[src/rtl/amplitude_scaler_pkg.sv]
// Shared constants and types for the amplitude scaler slice.
// Latency: n/a (declarations only).
// Backpressure: n/a.
//
// Holds the board-level defaults (ROM sample width, DAC full scale) and the
// ramp FSM state encoding used by amplitude_ramp.

`ifndef ROM_AMPLITUDE_BIT
`define ROM_AMPLITUDE_BIT 8
`endif

`ifndef DAC_FULL_SCALE_MV
`define DAC_FULL_SCALE_MV 3300
`endif

package amplitude_scaler_pkg;

   localparam int ROM_AMPLITUDE_BIT = `ROM_AMPLITUDE_BIT;
   localparam int DAC_FULL_SCALE_MV = `DAC_FULL_SCALE_MV;

   // Ramp FSM encodings.
   localparam logic STATE_HOLD = 1'b0;
   localparam logic STATE_RAMP = 1'b1;

   typedef enum logic {
      HOLD = STATE_HOLD,
      RAMP = STATE_RAMP
   } ramp_state_t;

   function automatic int max_int(input int a, input int b);
      return (a > b) ? a : b;
   endfunction

endpackage

[src/rtl/amplitude_scaler_if.sv]
// Sample/control bundle between the waveform ROM side and the DAC driver side.
// Latency: n/a (wires only).
// Backpressure: none; producer presents one sample per cycle at will.
//
// master: drives target amplitude, offset and samples; observes the results.
// slave : the scaler itself.

interface amplitude_scaler_if
   import amplitude_scaler_pkg::*;
#(
   parameter int IN_W  = ROM_AMPLITUDE_BIT,
   parameter int AMP_W = 11,
   parameter int OFS_W = 12,
   parameter int OUT_W = 12
);

   logic [AMP_W-1:0] amplitude_mv;
   logic [OFS_W-1:0] offset_mv;
   logic [IN_W-1:0]  value_in;
   logic             in_valid;
   logic [OUT_W-1:0] value_out;
   logic             out_valid;
   logic             clip;
   logic             ramp_busy;

   modport master (
      output amplitude_mv, offset_mv, value_in, in_valid,
      input  value_out, out_valid, clip, ramp_busy
   );

   modport slave (
      input  amplitude_mv, offset_mv, value_in, in_valid,
      output value_out, out_valid, clip, ramp_busy
   );

endinterface

[src/rtl/amplitude_ramp.sv]
// Slews the applied amplitude toward the live target by RAMP_STEP every RAMP_DIV cycles.
// Latency: amp_cur registered; first tick RAMP_DIV cycles after leaving HOLD.
// Backpressure: none; target is sampled every cycle.
//
// Ports: clk, rst (sync, active-high), target_mv (live target),
//        amp_cur (currently applied amplitude), ramp_busy (FSM in RAMP).

module amplitude_ramp
   import amplitude_scaler_pkg::*;
#(
   parameter int AMP_W     = 11,
   parameter int RAMP_STEP = 8,
   parameter int RAMP_DIV  = 256
) (
   input  logic             clk,
   input  logic             rst,
   input  logic [AMP_W-1:0] target_mv,
   output logic [AMP_W-1:0] amp_cur,
   output logic             ramp_busy
);

   // RAMP_DIV of 1 still needs a 1-bit counter that ticks every cycle.
   localparam int                CNT_W    = (RAMP_DIV > 1) ? $clog2(RAMP_DIV) : 1;
   localparam logic [CNT_W-1:0]  CNT_LAST = CNT_W'(RAMP_DIV - 1);
   localparam logic [AMP_W-1:0]  STEP_MV  = AMP_W'(RAMP_STEP);

   ramp_state_t      state, state_nxt;
   logic [CNT_W-1:0] cnt, cnt_nxt;
   logic [AMP_W-1:0] amp_nxt;
   logic [AMP_W-1:0] diff_mv;
   logic [AMP_W-1:0] move_mv;
   logic             going_up;

   always_ff @(posedge clk) begin
      if (rst) begin
         state   <= HOLD;
         cnt     <= '0;
         amp_cur <= '0;
      end else begin
         state   <= state_nxt;
         cnt     <= cnt_nxt;
         amp_cur <= amp_nxt;
      end
   end

   always_comb begin
      state_nxt = state;
      cnt_nxt   = cnt;
      amp_nxt   = amp_cur;

      // Direction and step size are always taken against the live target,
      // and the last step is clipped so the ramp lands exactly on it.
      going_up = (target_mv > amp_cur);
      diff_mv  = going_up ? (target_mv - amp_cur) : (amp_cur - target_mv);
      move_mv  = (diff_mv < STEP_MV) ? diff_mv : STEP_MV;

      case (state)
         HOLD: begin
            cnt_nxt = '0;
            if (target_mv != amp_cur) begin
               if (RAMP_STEP == 0) begin
                  amp_nxt = target_mv;
               end else begin
                  state_nxt = RAMP;
               end
            end
         end
         RAMP: begin
            if (target_mv == amp_cur) begin
               state_nxt = HOLD;
               cnt_nxt   = '0;
            end else if (cnt == CNT_LAST) begin
               cnt_nxt = '0;
               amp_nxt = going_up ? (amp_cur + move_mv) : (amp_cur - move_mv);
            end else begin
               cnt_nxt = cnt + CNT_W'(1);
            end
         end
         default: begin
            state_nxt = HOLD;
            cnt_nxt   = '0;
         end
      endcase
   end

   assign ramp_busy = (state == RAMP);

endmodule

[src/rtl/amplitude_scaler.sv]
// Scales ROM samples by the slewed amplitude, adds a DC offset and saturates to DAC full scale.
// Latency: 2 cycles in_valid -> out_valid (stage 1 capture, stage 2 clamp).
// Backpressure: none; one sample accepted every cycle.
//
// Ports: clk, rst (sync, active-high), bus (slave side of amplitude_scaler_if).
// IN_W/AMP_W/OFS_W/OUT_W must match the widths of the connected interface.

module amplitude_scaler
   import amplitude_scaler_pkg::*;
#(
   parameter int IN_W      = ROM_AMPLITUDE_BIT,
   parameter int AMP_W     = 11,
   parameter int OFS_W     = 12,
   parameter int OUT_W     = 12,
   parameter int OUT_MAX   = DAC_FULL_SCALE_MV,
   parameter int RAMP_STEP = 8,
   parameter int RAMP_DIV  = 256
) (
   input  logic               clk,
   input  logic               rst,
   amplitude_scaler_if.slave  bus
);

   localparam int PROD_W = IN_W + AMP_W;
   localparam int SUM_W  = max_int(AMP_W, OFS_W) + 1;

   logic [AMP_W-1:0]  amp_cur;
   logic              ramp_busy;

   // Stage 1
   logic [IN_W-1:0]   s1_val;
   logic [OFS_W-1:0]  s1_ofs;
   logic [AMP_W-1:0]  s1_amp;
   logic              s1_vld;

   // Stage 2 / outputs
   logic [OUT_W-1:0]  value_out_q;
   logic              clip_q;
   logic              out_valid_q;

   logic [PROD_W-1:0] product;
   logic [AMP_W-1:0]  scaled;
   logic [SUM_W-1:0]  sum;
   logic              sat;

   amplitude_ramp #(
      .AMP_W     (AMP_W),
      .RAMP_STEP (RAMP_STEP),
      .RAMP_DIV  (RAMP_DIV)
   ) u_ramp (
      .clk       (clk),
      .rst       (rst),
      .target_mv (bus.amplitude_mv),
      .amp_cur   (amp_cur),
      .ramp_busy (ramp_busy)
   );

   // amp_cur is a register, so a sample captured on the same edge as a ramp
   // tick picks up the value from before that tick.
   always_ff @(posedge clk) begin
      if (rst) begin
         s1_val <= '0;
         s1_ofs <= '0;
         s1_amp <= '0;
         s1_vld <= 1'b0;
      end else begin
         s1_vld <= bus.in_valid;
         if (bus.in_valid) begin
            s1_val <= bus.value_in;
            s1_ofs <= bus.offset_mv;
            s1_amp <= amp_cur;
         end
      end
   end

   // Sample is a fraction of 2^IN_W; the shift truncates toward zero.
   always_comb begin
      product = PROD_W'(s1_val) * PROD_W'(s1_amp);
      scaled  = AMP_W'(product >> IN_W);
      sum     = SUM_W'(scaled) + SUM_W'(s1_ofs);
      sat     = (sum > SUM_W'(OUT_MAX));
   end

   // Result and clip hold their last valid values through gaps in the stream.
   always_ff @(posedge clk) begin
      if (rst) begin
         value_out_q <= '0;
         clip_q      <= 1'b0;
         out_valid_q <= 1'b0;
      end else begin
         out_valid_q <= s1_vld;
         if (s1_vld) begin
            value_out_q <= sat ? OUT_W'(OUT_MAX) : OUT_W'(sum);
            clip_q      <= sat;
         end
      end
   end

   assign bus.value_out = value_out_q;
   assign bus.clip      = clip_q;
   assign bus.out_valid = out_valid_q;
   assign bus.ramp_busy = ramp_busy;

endmodule

[src/flat_wrapper.sv]
// flat-port wrapper written by rule: the top's interface ports become plain ports
module amplitude_scaler_flat import amplitude_scaler_pkg::*;
#(
   parameter int IN_W      = ROM_AMPLITUDE_BIT,
   parameter int AMP_W     = 11,
   parameter int OFS_W     = 12,
   parameter int OUT_W     = 12,
   parameter int OUT_MAX   = DAC_FULL_SCALE_MV,
   parameter int RAMP_STEP = 8,
   parameter int RAMP_DIV  = 256
)
  (clk, rst, bus_amplitude_mv, bus_offset_mv, bus_value_in, bus_in_valid, bus_value_out, bus_out_valid, bus_clip, bus_ramp_busy);
  amplitude_scaler_if #(.IN_W(IN_W), .AMP_W(AMP_W), .OFS_W(OFS_W), .OUT_W(OUT_W)) bus_i ();
  input  logic clk;
  input  logic rst;
  input wire logic [$bits(bus_i.amplitude_mv)-1:0] bus_amplitude_mv;
  input wire logic [$bits(bus_i.offset_mv)-1:0] bus_offset_mv;
  input wire logic [$bits(bus_i.value_in)-1:0] bus_value_in;
  input wire logic [$bits(bus_i.in_valid)-1:0] bus_in_valid;
  output wire logic [$bits(bus_i.value_out)-1:0] bus_value_out;
  output wire logic [$bits(bus_i.out_valid)-1:0] bus_out_valid;
  output wire logic [$bits(bus_i.clip)-1:0] bus_clip;
  output wire logic [$bits(bus_i.ramp_busy)-1:0] bus_ramp_busy;
  assign bus_i.amplitude_mv = bus_amplitude_mv;
  assign bus_i.offset_mv = bus_offset_mv;
  assign bus_i.value_in = bus_value_in;
  assign bus_i.in_valid = bus_in_valid;
  assign bus_value_out = bus_i.value_out;
  assign bus_out_valid = bus_i.out_valid;
  assign bus_clip = bus_i.clip;
  assign bus_ramp_busy = bus_i.ramp_busy;
  amplitude_scaler #(.IN_W(IN_W), .AMP_W(AMP_W), .OFS_W(OFS_W), .OUT_W(OUT_W), .OUT_MAX(OUT_MAX), .RAMP_STEP(RAMP_STEP), .RAMP_DIV(RAMP_DIV)) u_core (.clk(clk), .rst(rst), .bus(bus_i));
endmodule
[config.mk]
export PLATFORM = sky130hd
export DESIGN_NAME = amplitude_scaler_flat
export DESIGN_NICKNAME = d
export VERILOG_FILES = /design/src/rtl/amplitude_scaler_pkg.sv /design/src/rtl/amplitude_scaler_if.sv /design/src/rtl/amplitude_ramp.sv /design/src/rtl/amplitude_scaler.sv /design/src/flat_wrapper.sv
export SDC_FILE = /design/constraint.sdc
export NUM_CORES = 1
export LEC_CHECK = 0
export BUFFER_PORTS_ARGS = -buffer_cell sky130_fd_sc_hd__buf_4
export CAP_MARGIN = 20
export CELL_PAD_IN_SITES_DETAIL_PLACEMENT = 2
export CELL_PAD_IN_SITES_GLOBAL_PLACEMENT = 2
export CORE_ASPECT_RATIO = 0.9
export CORE_UTILIZATION = 39
export CTS_CLUSTER_SIZE = 20
export DETAILED_ROUTE_END_ITERATION = 7
export GPL_ROUTABILITY_DRIVEN = 0
export PLACE_DENSITY = 0.83
export REMOVE_ABC_BUFFERS = 1
export SYNTH_ARGS = -nofsm -noshare
export SYNTH_HDL_FRONTEND = slang
export SYNTH_SLANG_ARGS = --single-unit
export TNS_END_PERCENT = 5
[constraint.sdc]
create_clock -name clk -period 9 [get_ports clk]
set_clock_uncertainty 0.15 [all_clocks]
set_input_delay 2.7 -clock clk [delete_from_list [all_inputs] [get_ports clk]]
set_output_delay 2.7 -clock clk [all_outputs]
set_load 0.01 [all_outputs]
==> run metrics, run 1 <==
final period utilization=93.0%; WL/cell=between 20 and 25 um; row count=46; Port Buf Inserts=48; WP data arrival=8440 ps; CP peak stage delay=630 ps; post-route cell area=0.00805 mm2; Longest Clk Path Bufs=2; Clk pwr share=48.1%; endpoints failing setup=0; fmax=around 120 MHz; Avg Inst Size Synth=8.53 um2; Synth cell types=62; Max VDD drop=0.0854 mV; Remaining DRCs=0; Leak=4.04 nW; switch share=29.1%; initial core utilization=slightly above 40%; worst-path fanout max=9; chip width=about 140 um; Initial DRC Count=144; grt ovf=0; post-layout minimum cycle time=8370 ps; Synth Cell Area=0.00715 mm2; Die Y-Extent=130 um; Logic pwr share=14.6%; Post-DP Area=0.00772 mm2; CP Capture Type=register; DP Wirelength=17,000 um; Vias per Instance=approximately 5.5; CTS clk-pin slew, worst paths=60 ps; Hold Fails Final Rpt=0; most common cell after layout, fill and taps aside=inv_1; HP Class=reg2reg; EDFF count, synth=0; flip-flop and latch count after synthesis=66; vias in the first global route=6,967; diode count=0; layout cells sized above 1=a little under a tenth; setup TNS=0 ps; Via Count=~6,100; CP startpoint kind=input pin; routed wire length=22,500 um; hold_buf cts=0; Slowest-stage cell, CP=a2111oi_0; largest net degree at the start of global routing=65; TritonCTS buffer count=9; switching pwr=approximately 250 uW; crit-path cells=buf_4 -> inv_1 -> ha_1 -> a2111oi_0 -> o2bb2ai_2 -> mux2_1 -> o2bb2a_2 -> nor4_1 -> nor3_2 -> or3_1 -> ha_1 -> xnor2_1 -> a21oi_1 -> ha_1 -> a21o_1 -> a21o_1 -> a21o_1 -> a21oi_1 -> o21ai_0 -> a31o_2 -> nor3b_1 -> and3_1 -> nor4_1 -> o311ai_1; first-pass GRT wire length=36,300 um; GRT Total Usage=between 20% and 30%; Mapped Cells=839; PwrDens=around 110 mW/mm2; RSZ-0062 raised after global routing=no; status=completed; CTS tree=built; Main synth FF type=dfxtp_1; max-slew violations=0; clk root buf=clkbuf_16; Nets=around 1,000; sequential share of power=between 30 and 40%; antenna violations before repair=0; critical path type=in2reg; Yosys Warn Count=0; Slew HR=36.9%; Fillers=1,985; Async SR Flop Fraction=0%; drt pass-1 iters=4; register area share after synthesis=18.5%; worst slew pin tran=around 920 ps; H-tree levels=3; P_int=roughly 600 uW; setup bufs post-CTS=0; Core Area=0.0178 mm2; TritonCTS Sinks=66; Antenna Nets Post-Route=0; max cap viols=0; num ports=49; post-CTS sizing=0; clk_lat worst skew=360 ps; CP Data Required Time=9070 ps; Area Growth Syn to Fin=12.5%; Die Area=0.0189 mm2; most frequent cells in the layout=109 x inv_1, 91 x nor2_1, 83 x ha_1, 71 x and2_1, 66 x dfxtp_1
routing by layer:
metal / vias up / global-route usage, % / part of all wire, %
li1: 2859 / - / -
met1: 3126 / 30.3 / 43
met2: 80 / 46.9 / 53
met3: 27 / 3.61 / 2.4
met4: 0 / 6.93 / 1.7
met5: - / 0 / 0
state kept, by name (all words and copies together), names as in the netlist:
| signal | flops |
|---|---|
| u_core.bus.out_valid | 1 |
| u_core.u_ramp.amp_cur | 11 |
| u_core.s1_val | 8 |
| u_core.u_ramp.ramp_busy | 1 |
| u_core.s1_ofs | 12 |
| u_core.s1_vld | 1 |
| u_core.s1_amp | 11 |
| u_core.bus.clip | 1 |
| u_core.u_ramp.cnt | 8 |
| u_core.bus.value_out | 12 |
through the flow:
stage	hold slack [ps]	instances	worst slack, ps	total power [mW]	utilization (%)
2_1_floorplan	291	808	721	0.389	-
3_3_place_gp	309	1101	583	0.435	43.4
3_5_place_dp	323	1101	318	0.444	43.4
4_1_cts	337	1117	690	0.855	45.3
5_1_grt	359	1117	274	0.879	45.3
6_report	332	1117	626	0.847	45.3
cell usage after synthesis (5+ instances only):
library cell | number | area share (%)
a211oi_1 | 11 | 1.2
a21o_1 | 17 | 1.8
a21oi_1 | 28 | 2.0
and2_1 | 71 | 6.2
and3_1 | 6 | 0.52
buf_1 | 9 | 0.47
buf_2 | 5 | 0.35
clkbuf_1 | 15 | 0.79
dfxtp_1 | 66 | 18
fa_1 | 57 | 16
ha_1 | 83 | 15
inv_1 | 109 | 5.7
mux2i_1 | 39 | 5.5
nand2_1 | 43 | 2.3
nand3_1 | 13 | 0.91
nor2_1 | 91 | 4.8
nor2b_1 | 14 | 1.2
nor3_1 | 13 | 0.91
nor4_1 | 6 | 0.52
o211ai_1 | 8 | 0.84
o21a_1 | 9 | 0.94
o21ai_0 | 11 | 0.77
o31ai_1 | 6 | 0.63
xnor2_1 | 21 | 2.6
xor2_1 | 14 | 1.7
power groups by stage:
stage / Sequential (mW) / Clock, mW / Combinational, mW
CTS: 0.316 / 0.415 / 0.124
global route: 0.318 / 0.427 / 0.135
floorplan: 0.317 / 0 / 0.0717
detailed placement: 0.322 / 0 / 0.122
finish: 0.316 / 0.407 / 0.123
global placement: 0.321 / 0 / 0.114
cells by family after synthesis:
kind of cell / share of synthesized area, %
DFF: 18.5
buffers and inverters: 7.59
adders and majority gates: 30.5
xor gates and xnor gates: 4.29
muxes: 5.61
and+or+nand+nor: 20.5
AOI/OAI and AO/OA: 13.1
final timing paths:
path                              startpoint                                      to  slack, ps  cells after the start
min reg2reg  u_core.u_ramp.cnt[0]$_SDFF_PP0_         u_core.u_ramp.cnt[0]$_SDFF_PP0_        330                      1
max                      bus_amplitude_mv[4]  u_core.u_ramp.amp_cur[10]$_SDFFE_PP0P_        630                     24
max reg2reg    u_core.s1_val[7]$_SDFFE_PP0P_    u_core.bus.value_out[4]$_SDFFE_PP0P_        810                     25
min          u_core.u_ramp.cnt[0]$_SDFF_PP0_         u_core.u_ramp.cnt[0]$_SDFF_PP0_        330                      1
worst max-delay path, delay by kind of cell:
kind,cells,cell delay (ps)
xor+xnor,1,170
fa+ha+maj,3,920
simple gates,6,1520
mux,1,360
compound gates,11,2660
buf+inv,2,110
final cells by class:
class	instances	area, um2	area share, %
Multi-Input combinational cell	633	5290	65.8
Sequential cell	66	1320	16.4
Inverter	109	409	5.08
Timing Repair Buffer	53	398	4.94
Tap cell	240	300	3.73
Clock buffer	9	225	2.80
Clock inverter	7	100	1.24
Note: power is estimated with default switching activity, not from simulation.
==> inputs of run 2 (changes only) <==
--- a/config.mk
+++ b/config.mk
@@ -10,12 +10,14 @@
 export CELL_PAD_IN_SITES_DETAIL_PLACEMENT = 2
 export CELL_PAD_IN_SITES_GLOBAL_PLACEMENT = 2
 export CORE_ASPECT_RATIO = 0.9
-export CORE_UTILIZATION = 39
+export CORE_UTILIZATION = 41
 export CTS_CLUSTER_SIZE = 20
 export DETAILED_ROUTE_END_ITERATION = 7
 export GPL_ROUTABILITY_DRIVEN = 0
-export PLACE_DENSITY = 0.83
+export PLACE_DENSITY = 0.86
 export REMOVE_ABC_BUFFERS = 1
+export SETUP_SLACK_MARGIN = 0.05
+export SLEW_MARGIN = 25
 export SYNTH_ARGS = -nofsm -noshare
 export SYNTH_HDL_FRONTEND = slang
 export SYNTH_SLANG_ARGS = --single-unit
==> constraint.sdc (replaced) <==
create_clock -name clk -period 10.6 [get_ports clk]
set_clock_uncertainty 0.15 [all_clocks]
set_input_delay 3.18 -clock clk [delete_from_list [all_inputs] [get_ports clk]]
set_output_delay 3.18 -clock clk [all_outputs]
set_load 0.01 [all_outputs]
==> run 2 against run 1 <==
Effect of this change:
- sequential cell count is the same
- critical endpoint unchanged
- largest cell class unchanged
- clock-buffer cell count grew 2
- die area shrank 4.8%
- first-iteration DRC count grew 98%
- clock power shrank 13%
- sequential power shrank 15%
- total power shrank 14%
- worst setup slack gained 740 ps
==> run metrics, run 2 (synthesis gave the netlist of run 1 again) <==
Nets=approximately 1,000; Hold Fails Final Rpt=0; setup bufs post-CTS=0; DP Wirelength=18,700 um; clk root buf=clkbuf_16; HP Class=reg2reg; GRT Total Usage=around 30%; fin cells=~1,100; post-CTS sizing=0; Area Growth Syn to Fin=12.3%; initial core utilization=42.2%; TritonCTS buffer count=9; Longest Clk Path Bufs=2; worst slew pin tran=1030 ps; CP startpoint kind=input pin; most frequent cells in the layout=109 x inv_1, 91 x nor2_1, 83 x ha_1, 71 x and2_1, 66 x dfxtp_1; CTS clk-pin slew, worst paths=60 ps; num ports=49; Via Count=6,238; final period utilization=87.1%; Leak=4.02 nW; CP Data Required Time=roughly 11,000 ps; first-pass GRT wire length=between 30,000 and 40,000 um; crit-path cells=buf_4 -> inv_1 -> ha_1 -> a2111oi_0 -> o2bb2ai_2 -> mux2_1 -> o2bb2a_2 -> nor4_1 -> nor3_2 -> or3_1 -> ha_1 -> a21oi_1 -> fa_1 -> a21o_1 -> a21o_1 -> a21o_1 -> a21oi_1 -> o21ai_0 -> a31o_2 -> nor3b_1 -> and3_1 -> nor4_1 -> o311ai_1; fmax=108 MHz; layout cells sized above 1=8.81%; CP peak stage delay=540 ps; Slew HR=just under 30%; worst-path fanout max=14; Slowest-stage cell, CP=a2111oi_0; setup TNS=0 ps; most common cell after layout, fill and taps aside=inv_1; drt pass-1 iters=4; Vias per Instance=5.62; vias in the first global route=7,344; row count=45; routed wire length=24,600 um; Die Y-Extent=127 um; chip width=141 um; Antenna Nets Post-Route=0; endpoints failing setup=0; grt ovf=0; TritonCTS Sinks=66; post-layout minimum cycle time=between 9000 and 10,000 ps; max cap viols=0; diode count=0; critical path type=in2reg; Core Area=0.0169 mm2; Port Buf Inserts=48; WL/cell=22.1 um; WP data arrival=9300 ps; CP most frequent cell=a21o_1; Die Area=0.0180 mm2; largest net degree at the start of global routing=65; Placed Instances=1,093; post-route core utilization=47.4%; status=completed; antenna violations before repair=0; max-slew violations=0; clk_lat worst skew=350 ps; Max VDD drop=0.0765 mV; RSZ-0062 raised after global routing=no; Remaining DRCs=0; Initial DRC Count=285; post-route setup slack=1360 ps; CTS tree=built; pre-CTS setup slack=1250 ps; H-tree levels=3; Pwr Total=732 uW; PwrDens=91.1 mW/mm2; hold_buf cts=0; CP Capture Type=register
[run 2: cell count changes in the layout (fill, tap and decap cells not counted), sizes merged]
cell,change
buf,-3
clkbuf,+2
clkinv,-2
clkinvlp,+1
inv,-1
[run 2: stage by stage]
step,hold WS [ps],cell area [um2]
2_1_floorplan,291,7020
3_3_place_gp,303,7690
3_5_place_dp,330,7690
4_1_cts,344,8030
5_1_grt,375,8030
6_report,341,8030
[run 2: worst paths after layout]
| path | startpoint | to | slack, ps | cells after the start |
|---|---|---|---|---|
| setup reg to reg | u_core.s1_val[6]$_SDFFE_PP0P_ | u_core.bus.value_out[3]$_SDFFE_PP0P_ | 2300 | 25 |
| hold reg to reg | u_core.bus.value_out[10]$_SDFFE_PP0P_ | u_core.bus.value_out[10]$_SDFFE_PP0P_ | 340 | 2 |
| setup / recovery | bus_amplitude_mv[4] | u_core.u_ramp.amp_cur[10]$_SDFFE_PP0P_ | 1360 | 23 |
| hold / removal | u_core.bus.value_out[10]$_SDFFE_PP0P_ | u_core.bus.value_out[10]$_SDFFE_PP0P_ | 340 | 2 |
[run 2: area by class of cell]
cell class                      instances  area (um2)
Fill cell                            1890        8920
Clock buffer                           11         253
Sequential cell                        66        1320
Clock inverter                          5        85.1
Tap cell                              235         294
Timing Repair Buffer                   50         375
Inverter                              109         409
Multi-Input combinational cell        633        5290
[run 2: routing by layer]
layer  vias to the layer above  global-route usage, %  wire (um)
met3                        45                   4.35        582
met5                         -                      0          0
li1                       2854                      -          -
met4                         0                   10.9        671
met1                      3233                   33.1      10200
met2                       106                   55.0      13100
[run 2: power by group]
group	internal (mW)	switching, mW	total (mW)	leakage (nW)
Sequential	0.256	0.0129	0.269	0.538
Clock	0.220	0.134	0.354	0.162
Combinational	0.0455	0.0631	0.109	3.32
Total	0.522	0.210	0.732	4.02
[run 2: critical path: cells and delay by family]
family | cells | cell delay (ps)
AO/OA/AOI/OAI | 11 | 2700
AND/OR/NAND/NOR | 6 | 1680
adder cells (fa/ha/maj) | 3 | 1240
multiplexers | 1 | 370
buffers and inverters | 2 | 130
